$ cat src/rtl/pix_pkg.sv
// rtl/pix_pkg.sv - shared types and constants for the pixel writer
// Contents:
//   state_t       writer FSM state encoding (IDLE, WRITE)
//   KBUS_W        pixel command width
//   X/Y/COL_*     bit positions of the X, Y and colour fields on kbus
//   DEF_SCREEN_*  default screen geometry
package pix_pkg;

  typedef enum logic {
    IDLE  = 1'b0,
    WRITE = 1'b1
  } state_t;

  localparam int KBUS_W = 24;

  localparam int X_MSB   = 23;
  localparam int X_LSB   = 16;
  localparam int Y_MSB   = 15;
  localparam int Y_LSB   = 8;
  localparam int COL_MSB = 7;
  localparam int COL_LSB = 0;

  localparam int DEF_SCREEN_W = 160;
  localparam int DEF_SCREEN_H = 120;

endpackage

$ cat src/rtl/pix_fifo.sv
// rtl/pix_fifo.sv - synchronous pixel command FIFO with first-word fall-through read
// Ports:
//   clk    in   clock, rising edge
//   rst_n  in   asynchronous active-low reset (empties the FIFO)
//   push   in   store din this edge (ignored while full)
//   pop    in   drop head entry this edge (ignored while empty)
//   din    in   WIDTH  entry to store
//   dout   out  WIDTH  current head entry, valid while !empty
//   full   out  occupancy == DEPTH
//   empty  out  occupancy == 0
// DEPTH must be a power of two so the pointers wrap naturally.
module pix_fifo
  import pix_pkg::*;
#(
  parameter int WIDTH = KBUS_W,
  parameter int DEPTH = 4
) (
  input  logic             clk,
  input  logic             rst_n,
  input  logic             push,
  input  logic             pop,
  input  logic [WIDTH-1:0] din,
  output logic [WIDTH-1:0] dout,
  output logic             full,
  output logic             empty
);

  localparam int AW = (DEPTH > 1) ? $clog2(DEPTH) : 1;

  logic [AW-1:0]    wr_ptr;
  logic [AW-1:0]    rd_ptr;
  // One bit wider than the pointers so full and empty are distinct.
  logic [AW:0]      count;
  logic [WIDTH-1:0] mem [DEPTH];
  logic             do_push;
  logic             do_pop;

  assign do_push = push && !full;
  assign do_pop  = pop && !empty;

  always_ff @(posedge clk or negedge rst_n) begin
    if (!rst_n) begin
      wr_ptr <= '0;
      rd_ptr <= '0;
      count  <= '0;
    end else begin
      if (do_push) wr_ptr <= wr_ptr + 1'b1;
      if (do_pop)  rd_ptr <= rd_ptr + 1'b1;
      case ({do_push, do_pop})
        2'b10:   count <= count + 1'b1;
        2'b01:   count <= count - 1'b1;
        default: ;
      endcase
    end
  end

  always_ff @(posedge clk) begin
    if (do_push) mem[wr_ptr] <= din;
  end

  assign dout  = mem[rd_ptr];
  assign full  = (count == (AW + 1)'(DEPTH));
  assign empty = (count == '0);

endmodule

$ cat src/rtl/pixel_writer.sv
// rtl/pixel_writer.sv - buffers kbus pixel commands and issues framebuffer writes
// Ports:
//   clk         in   clock, rising edge
//   rst_n       in   asynchronous active-low reset
//   kbus        in   24      pixel command {X[7:0], Y[7:0], colour[7:0]}
//   kbus_valid  in   command present on kbus
//   kbus_ready  out  command FIFO not full
//   fb_addr     out  ADDR_W  linear write address Y*SCREEN_W+X
//   fb_data     out  8       colour to write
//   fb_we       out  write request, held until fb_ack
//   fb_ack      in   framebuffer accepted the write this cycle
//   busy        out  FIFO non-empty or write outstanding
//   pix_cnt     out  16      completed writes, wrapping
//   drop_cnt    out  16      clipped commands
// Build option PIX_CLIP_EN: discard commands outside the screen and count
// them in drop_cnt; without it every command is written and drop_cnt is 0.
module pixel_writer
  import pix_pkg::*;
#(
  parameter int FIFO_DEPTH = 4,
  parameter int SCREEN_W   = DEF_SCREEN_W,
  parameter int SCREEN_H   = DEF_SCREEN_H,
  parameter int ADDR_W     = 16
) (
  input  logic              clk,
  input  logic              rst_n,
  input  logic [KBUS_W-1:0] kbus,
  input  logic              kbus_valid,
  output logic              kbus_ready,
  output logic [ADDR_W-1:0] fb_addr,
  output logic [7:0]        fb_data,
  output logic              fb_we,
  input  logic              fb_ack,
  output logic              busy,
  output logic [15:0]       pix_cnt,
  output logic [15:0]       drop_cnt
);

  localparam int AFW = ADDR_W + 8;

  state_t            state;
  state_t            state_d;
  logic [KBUS_W-1:0] head;
  logic              full;
  logic              empty;
  logic              push;
  logic              pop;
  logic              load;
  logic              we_d;
  logic              pix_inc;
  logic              drop_inc;
  logic              clip;
  logic [7:0]        head_x;
  logic [7:0]        head_y;
  logic [7:0]        head_col;
  logic [AFW-1:0]    lin_addr;
  logic [7:0]        unused_lin_hi;

  assign kbus_ready = !full;
  assign push       = kbus_valid && !full;
  assign busy       = !empty || fb_we;

  pix_fifo #(
    .WIDTH (KBUS_W),
    .DEPTH (FIFO_DEPTH)
  ) u_fifo (
    .clk   (clk),
    .rst_n (rst_n),
    .push  (push),
    .pop   (pop),
    .din   (kbus),
    .dout  (head),
    .full  (full),
    .empty (empty)
  );

  assign head_x   = head[X_MSB:X_LSB];
  assign head_y   = head[Y_MSB:Y_LSB];
  assign head_col = head[COL_MSB:COL_LSB];

  // Address is formed from the FIFO head and captured on the pop edge itself.
  assign lin_addr      = AFW'(head_y) * AFW'(SCREEN_W) + AFW'(head_x);
  assign unused_lin_hi = lin_addr[AFW-1:ADDR_W];

`ifdef PIX_CLIP_EN
  assign clip = (32'(head_x) >= SCREEN_W) || (32'(head_y) >= SCREEN_H);
`else
  localparam int unused_screen_h = SCREEN_H;
  assign clip = 1'b0;
`endif

  always_ff @(posedge clk or negedge rst_n) begin
    if (!rst_n) state <= IDLE;
    else        state <= state_d;
  end

  always_comb begin
    state_d  = state;
    pop      = 1'b0;
    load     = 1'b0;
    we_d     = fb_we;
    pix_inc  = 1'b0;
    drop_inc = 1'b0;
    case (state)
      IDLE: begin
        if (!empty) begin
          pop = 1'b1;
          if (clip) begin
            drop_inc = 1'b1;
          end else begin
            load    = 1'b1;
            we_d    = 1'b1;
            state_d = WRITE;
          end
        end
      end
      WRITE: begin
        if (fb_ack) begin
          pix_inc = 1'b1;
          if (!empty) begin
            pop = 1'b1;
            // A clipped follow-on entry ends the burst; IDLE picks up the rest.
            if (clip) begin
              drop_inc = 1'b1;
              we_d     = 1'b0;
              state_d  = IDLE;
            end else begin
              load = 1'b1;
            end
          end else begin
            we_d    = 1'b0;
            state_d = IDLE;
          end
        end
      end
      default: state_d = IDLE;
    endcase
  end

  always_ff @(posedge clk or negedge rst_n) begin
    if (!rst_n) begin
      fb_we   <= 1'b0;
      fb_addr <= '0;
      fb_data <= '0;
      pix_cnt <= '0;
    end else begin
      fb_we <= we_d;
      if (load) begin
        fb_addr <= lin_addr[ADDR_W-1:0];
        fb_data <= head_col;
      end
      if (pix_inc) pix_cnt <= pix_cnt + 16'd1;
    end
  end

`ifdef PIX_CLIP_EN
  always_ff @(posedge clk or negedge rst_n) begin
    if (!rst_n)        drop_cnt <= '0;
    else if (drop_inc) drop_cnt <= drop_cnt + 16'd1;
  end
`else
  logic unused_drop_inc;
  assign unused_drop_inc = drop_inc;
  assign drop_cnt        = 16'd0;
`endif

endmodule

$ cat config.mk
export PLATFORM = sky130hd
export DESIGN_NAME = pixel_writer
export DESIGN_NICKNAME = d
export VERILOG_FILES = /design/src/rtl/pix_pkg.sv /design/src/rtl/pix_fifo.sv /design/src/rtl/pixel_writer.sv
export SDC_FILE = /design/constraint.sdc
export NUM_CORES = 1
export LEC_CHECK = 0
export CAP_MARGIN = 5
export CORE_MARGIN = 2
export CORE_UTILIZATION = 40
export CTS_CLUSTER_SIZE = 40
export DETAILED_ROUTE_END_ITERATION = 7
export PLACE_DENSITY = 0.69
export SLEW_MARGIN = 10
export SYNTH_ARGS = -nofsm -noshare
export SYNTH_HDL_FRONTEND = slang
export SYNTH_HIERARCHICAL = 1
export SYNTH_SLANG_ARGS = --single-unit
$ cat constraint.sdc
create_clock -name clk -period 8.8 [get_ports clk]
set_input_delay 1.76 -clock clk [delete_from_list [all_inputs] [get_ports clk]]
set_output_delay 1.76 -clock clk [all_outputs]
set_load 0.02 [all_outputs]
Yosys cells after proc, flatten, opt, wreduce, memory -nomap -nowiden
Memory sizes are Yosys's and may differ from the RTL's.
Cells that the tools add are included.

word-level totals
  memories kept = 1
  flip-flop bits (word level) = 49
  logic and storage cells = 46
  RAM bits = 96
  output and inout bits = 59
  input port bits = 28

cells by class
  mux-type cells = 14
  add/sub/neg operators = 6
  bitwise logic cells = 1
  reductions and logical operators = 9
  eq/ne operators = 6
  $mul = 1

memories
  name        depth  bits a word  rd ports  clocked after Yosys merged registers in  write ports  RTL line        source
  u_fifo.mem  4      24           1         0                                        1            pix_fifo.sv:34  logic [WIDTH-1:0] mem [DEPTH];

operator list
  cell                     count
  $add A16 B1 Y16 const B  1
  $add A16 B8 Y16          1
  $mul A8 B3 Y11 const B   1
  $mux W1                  10
  $pmux W1 S2              3
  $pmux W3 S2              1
  $add A2 B1 Y2 const B    2
  $ne A2 B2 Y1 const B     2
  $add A3 B1 Y3 const B    1
  $eq A3 B3 Y1 const B     1
  $logic_and A1 B1 Y1      3
  $logic_not A3 Y1         1
  $reduce_and A3 Y1        1
  $sub A3 B1 Y3 const B    1
  $eq A2 B1 Y1 const B     1
  $eq A2 B2 Y1 const B     1
  $logic_not A1 Y1         2
  $ne A2 B1 Y1 const B     1
  $reduce_bool A2 Y1       1
  $logic_or A1 B1 Y1       1
  $not A1 Y1               1

Logic depth before layout (Yosys ltp)
  word-level depth = 7
  gate-level depth with buffers = 11

Modules after synthesis
Netlist, hierarchy kept.

by module, submodules not included
  module        area an instance (µm²)  seq. area each (µm²)  instances  cells an instance
  pix_fifo      3,891.2                 3,057.9               1          164
  pixel_writer  2,391.0                 1,051.0               1          247

Least setup slack after synthesis
No wires, ideal clock.

  path kind = in2reg
  start point = input fb_ack
  end point = register u_fifo.count[2]
  arrival time = 3.443 ns
  slack = 5.278 ns
  cell stages on the path = 11
  data required time = 8.721 ns
  library setup time = 0.079 ns
  path through = nand2b_1 -> nand2b_1 -> inv_1 -> clkbuf_1 -> o31a_2 -> ha_1 -> inv_1 -> fa_1 -> xor2_1 -> nor2_1 -> xor2_1

on the way
  longest elaborated chain between the ends = 5
  elaborated cells between the ends (all ways) = 7

ends and longest elaborated chain
  what                                               RTL line            source
  start, declared                                    pixel_writer.sv:33  input logic fb_ack,
  $mux W1 (*)                                        -
  $pmux W1 S2 (*)                                    -
  via load                                           pixel_writer.sv:48  logic load;
  $logic_and A1 B1 Y1 (*)                            pix_fifo.sv:39      assign do_pop = pop && !empty;
  via u_fifo.do_pop                                  pix_fifo.sv:36      logic do_pop;
  $eq A2 B1 Y1 or $eq A2 B2 Y1 (tied branches)       pix_fifo.sv:49      case ({do_push, do_pop})
  $pmux W3 S2 or $reduce_bool A2 Y1 (tied branches)  -
  end signal, assigned                               pix_fifo.sv:50      2'b10: count <= count + 1'b1;
  end signal, assigned                               pix_fifo.sv:51      2'b01: count <= count - 1'b1;
  end, declared                                      pix_fifo.sv:33      logic [AW:0] count;

The timed path passes the listed nets; every way through them passes the cells marked *.
A chain may end at the register's enable or synchronous reset.

Final worst setup path
  start point = input fb_ack
  end point = register u_fifo.count[2]

on the way
  longest elaborated chain between the ends = 5
  elaborated cells between the ends (all ways) = 7

ends and longest elaborated chain
  what                                               RTL line             source
  $mux W1 (*)                                        pixel_writer.sv:118  if (fb_ack) begin
  $pmux W1 S2 (*)                                    pixel_writer.sv:104  case (state)
  $logic_and A1 B1 Y1 (*)                            pix_fifo.sv:39
  via u_fifo.do_pop                                  pix_fifo.sv:36
  $eq A2 B1 Y1 or $eq A2 B2 Y1 (tied branches)       pix_fifo.sv:49
  $pmux W3 S2 or $reduce_bool A2 Y1 (tied branches)  -

Marked as above.

==> flow_summary.yaml <==
setup_path:
  cp-start-kind: "primary input"
  end_kind: "flop"
  crit_fanout: 30
  path_cells: "clkdlybuf4s50_1 -> nand2b_1 -> nand2b_1 -> buf_4 -> inv_1 -> o31a_2 -> ha_1 -> inv_1 -> fa_1 -> xor2_1 -> nor2_1 -> xor2_1"
  cp_top_family: "buffers and inverters"
  cp_data_required_time_ns: 9.15
  slowest_stage: "inv_1"
  cpPeakStageDelay_ns: 0.54
  critPathKind: "primary input to flop"
  cp.arrival_ns: 4.60
  crit_buf_inv: 4
layout:
  fin_util: 0.505
  nFillCells: 1270
  instances_no_fill: 715
  drive_gt1_frac: 0.147
  final_nets: 543
  antenna_cells: 0
  area.growth.synth_to_final_pct: 22.7
synthesis:
  yosys.cell_types.count: 51
  ys_seq_area_frac: 0.654
  yosys.area.top_type: "edfxtp_1"
  synth.cell_area_sq_um: 6280
  synth-edff-count: 96
  syn_inst: 411
  synth_area_per_cell_sq_um: 15.3
  synth_top_area_frac: 0.459
  synth_warnings: 6
  ys_seq_elements: 145
  ys_top_cells_by_area: "edfxtp_1 46%, dfrtp_1 20%, mux4_2 8.6%, ha_1 4.2%, nand2_1 4.0%"
  ys_async_sr_fraction: 0.338
  ys.flop_type: "edfxtp_1"
floorplanning:
  die_area_sq_um: 16700
  rows: 45
  core_sq_um: 15300
  die_h_um: 129
  dieWidth_um: 129
  start_util: 0.412
  ios: 87
power:
  p_per_area_nw_per_um2: 412
  p_int_mw: 1.99
  irDropWorstVdd_v: 0.000206
  combPwrFrac: 0.465
  switching_share: 0.375
  p_seq_frac: 0.321
  p_leak_nw: 2.96
  p_switching_mw: 1.19
  clkPwrFrac: 0.214
detailed_routing:
  wl_per_cell_um: 15.5
  wl_met3_um: 704
  routed_via_density: 4.82
  wl_met2_um: 5320
  drt-initial-drc-count: 262
  dr.pass1.iters: 7
  top_layer: "met4"
  drt_wl_total_um: 11100
  vias: 3447
  drc: 0
  postRouteAntennaNets: 0
  met1Wirelength_um: 4980
cts:
  clk_pin_slew_ns: 0.06
  holdBufCountCts: 0
  cts_resized: 0
  clk_latency_ns: 0.42
  htree_levels: 4
  cts_tree: "done"
  cts-root-buf: "clkbuf_16"
  cts.sinks: 145
  cts_made_buffers: 17
  clockBufferDepth: 2
  post_cts_buffers: 0
place:
  place_ws_ns: 4.09
  gp_congestion: 0.745
  dp.cells: 683
  port_buffers: 70
  hpwl_um: 7150
grt:
  grt_overflow_total: 0
  grt_start_max_net_pins: 50
  grt_pass1_wl_um: 18300
  gr-usage-all-layers: 0.146
  grt_pass1_vias: 3581
  antenna_found_initial: 0
timing:
  period_share: 0.482
  finalCriticalPeriod_ns: 4.25
  tightest_slew_ns: 0.692
  max_freq_ghz: 0.236
  grt_setup_unrepaired: "false"
  hold_viol_final: 0
  setup_viol: 0
  maxSlewHeadroom: 0.539
  clock_skew_ns: 0.0119
  totalNegativeSetupSlack_ns: 0
  drv_slew: 0
  setup_slack_ns: 4.55
hold_path:
  hold_class: "flop to flop"
status:
  status: "finished clean"
run:
  cap_violations: 0
cell usage in the layout, fill, tap and decap left out, types with 3 or more instances in the layout:
| cell | Yosys | final |
|---|---|---|
| edfxtp_1 | 96 | 96 |
| and3_1 | 3 | 3 |
| nor2_1 | 11 | 11 |
| a21oi_1 | 5 | 5 |
| fa_1 | 3 | 3 |
| o21ai_0 | 5 | 5 |
| nand2b_1 | 4 | 4 |
| dfrtp_1 | 49 | 49 |
| nor2b_1 | 4 | 4 |
| and3_2 | 4 | 4 |
| mux4_2 | 24 | 24 |
| ha_1 | 21 | 21 |
| nand4_1 | 5 | 5 |
| xnor2_1 | 18 | 18 |
| nand3_1 | 6 | 6 |
| inv_1 | 12 | 12 |
| clkdlybuf4s50_1 | 0 | 69 |
| nand2_1 | 67 | 67 |
| conb_1 | 1 | 16 |
| inv_6 | 0 | 5 |
| xor2_1 | 11 | 11 |
| clkbuf_16 | 0 | 17 |
| o21ai_1 | 3 | 3 |
| buf_4 | 18 | 4 |
kinds of logic after synthesis:
family,count (synthesis),synth area share
simple gates,118,0.0918
xor+xnor,29,0.0404
other cells,1,0.000597
fa+ha+maj,24,0.0514
compound gates,27,0.0347
flops,145,0.654
buf+inv,40,0.0352
mux,27,0.0918
stage by stage:
step / hold WS (ns) / area, sq um / total power [mW]
4_1_cts: 0.488 / 7710 / 3.22
3_3_place_gp: 0.460 / 7150 / 2.49
3_5_place_dp: 0.473 / 7150 / 2.52
6_report: 0.478 / 7710 / 3.18
2_1_floorplan: 0.477 / 6340 / 2.13
5_1_grt: 0.503 / 7710 / 3.43
power by group through the flow:
stage          registers (mW)  clock network, mW  logic, mW
4_1_cts                  1.02              0.697       1.50
2_1_floorplan            1.09                  0       1.03
3_5_place_dp             1.03                  0       1.49
3_3_place_gp             1.03                  0       1.46
5_1_grt                  1.04              0.727       1.66
6_report                 1.02              0.680       1.48
final timing paths:
check / from / slack, ns / cells past startpoint / endpoint
setup / recovery: fb_ack / 4.55 / 12 / u_fifo/count[2]
hold / removal: pix_cnt[15] / 0.48 / 1 / pix_cnt[15]
setup reg to reg: u_fifo/rd_ptr[0] / 5.16 / 10 / fb_addr[13]
hold reg to reg: pix_cnt[15] / 0.48 / 1 / pix_cnt[15]
max in group asynchronous: rst_n / 7.00 / 1 / fb_addr[0]
min in group asynchronous: rst_n / 1.37 / 1 / pix_cnt[15]
flip-flops by register name (all words and copies together) (netlist names):
signal and cells:
fb_addr 16, u_fifo/mem 96, pix_cnt 16, fb_data 8, fb_we 1, u_fifo/wr_ptr 2, state 1, u_fifo/count 3
u_fifo/rd_ptr 2
cells in the mapped netlist, types with 6 or more instances:
| cell type | number |
|---|---|
| buf_4 | 18 |
| dfrtp_1 | 49 |
| edfxtp_1 | 96 |
| ha_1 | 21 |
| inv_1 | 12 |
| mux4_2 | 24 |
| nand2_1 | 67 |
| nand3_1 | 6 |
| nor2_1 | 11 |
| xnor2_1 | 18 |
| xor2_1 | 11 |
per-layer routing:
metal | GRT usage | vias to the layer above
met5 | 0 | -
met1 | 0.183 | 1713
met2 | 0.239 | 95
li1 | - | 1629
met3 | 0.0574 | 10
met4 | 0.0384 | 0
area by class of cell:
cell class | count | area, sq um | area share
multi-input cells | 241 | 2010 | 0.260
repair buffers | 73 | 721 | 0.0935
flip-flops and latches | 145 | 4110 | 0.533
well taps | 211 | 264 | 0.0342
inverters | 13 | 48.8 | 0.00633
clock buffers | 18 | 429 | 0.0557
clock inverters | 14 | 131 | 0.0170
Power figures use the tool's default switching activity.
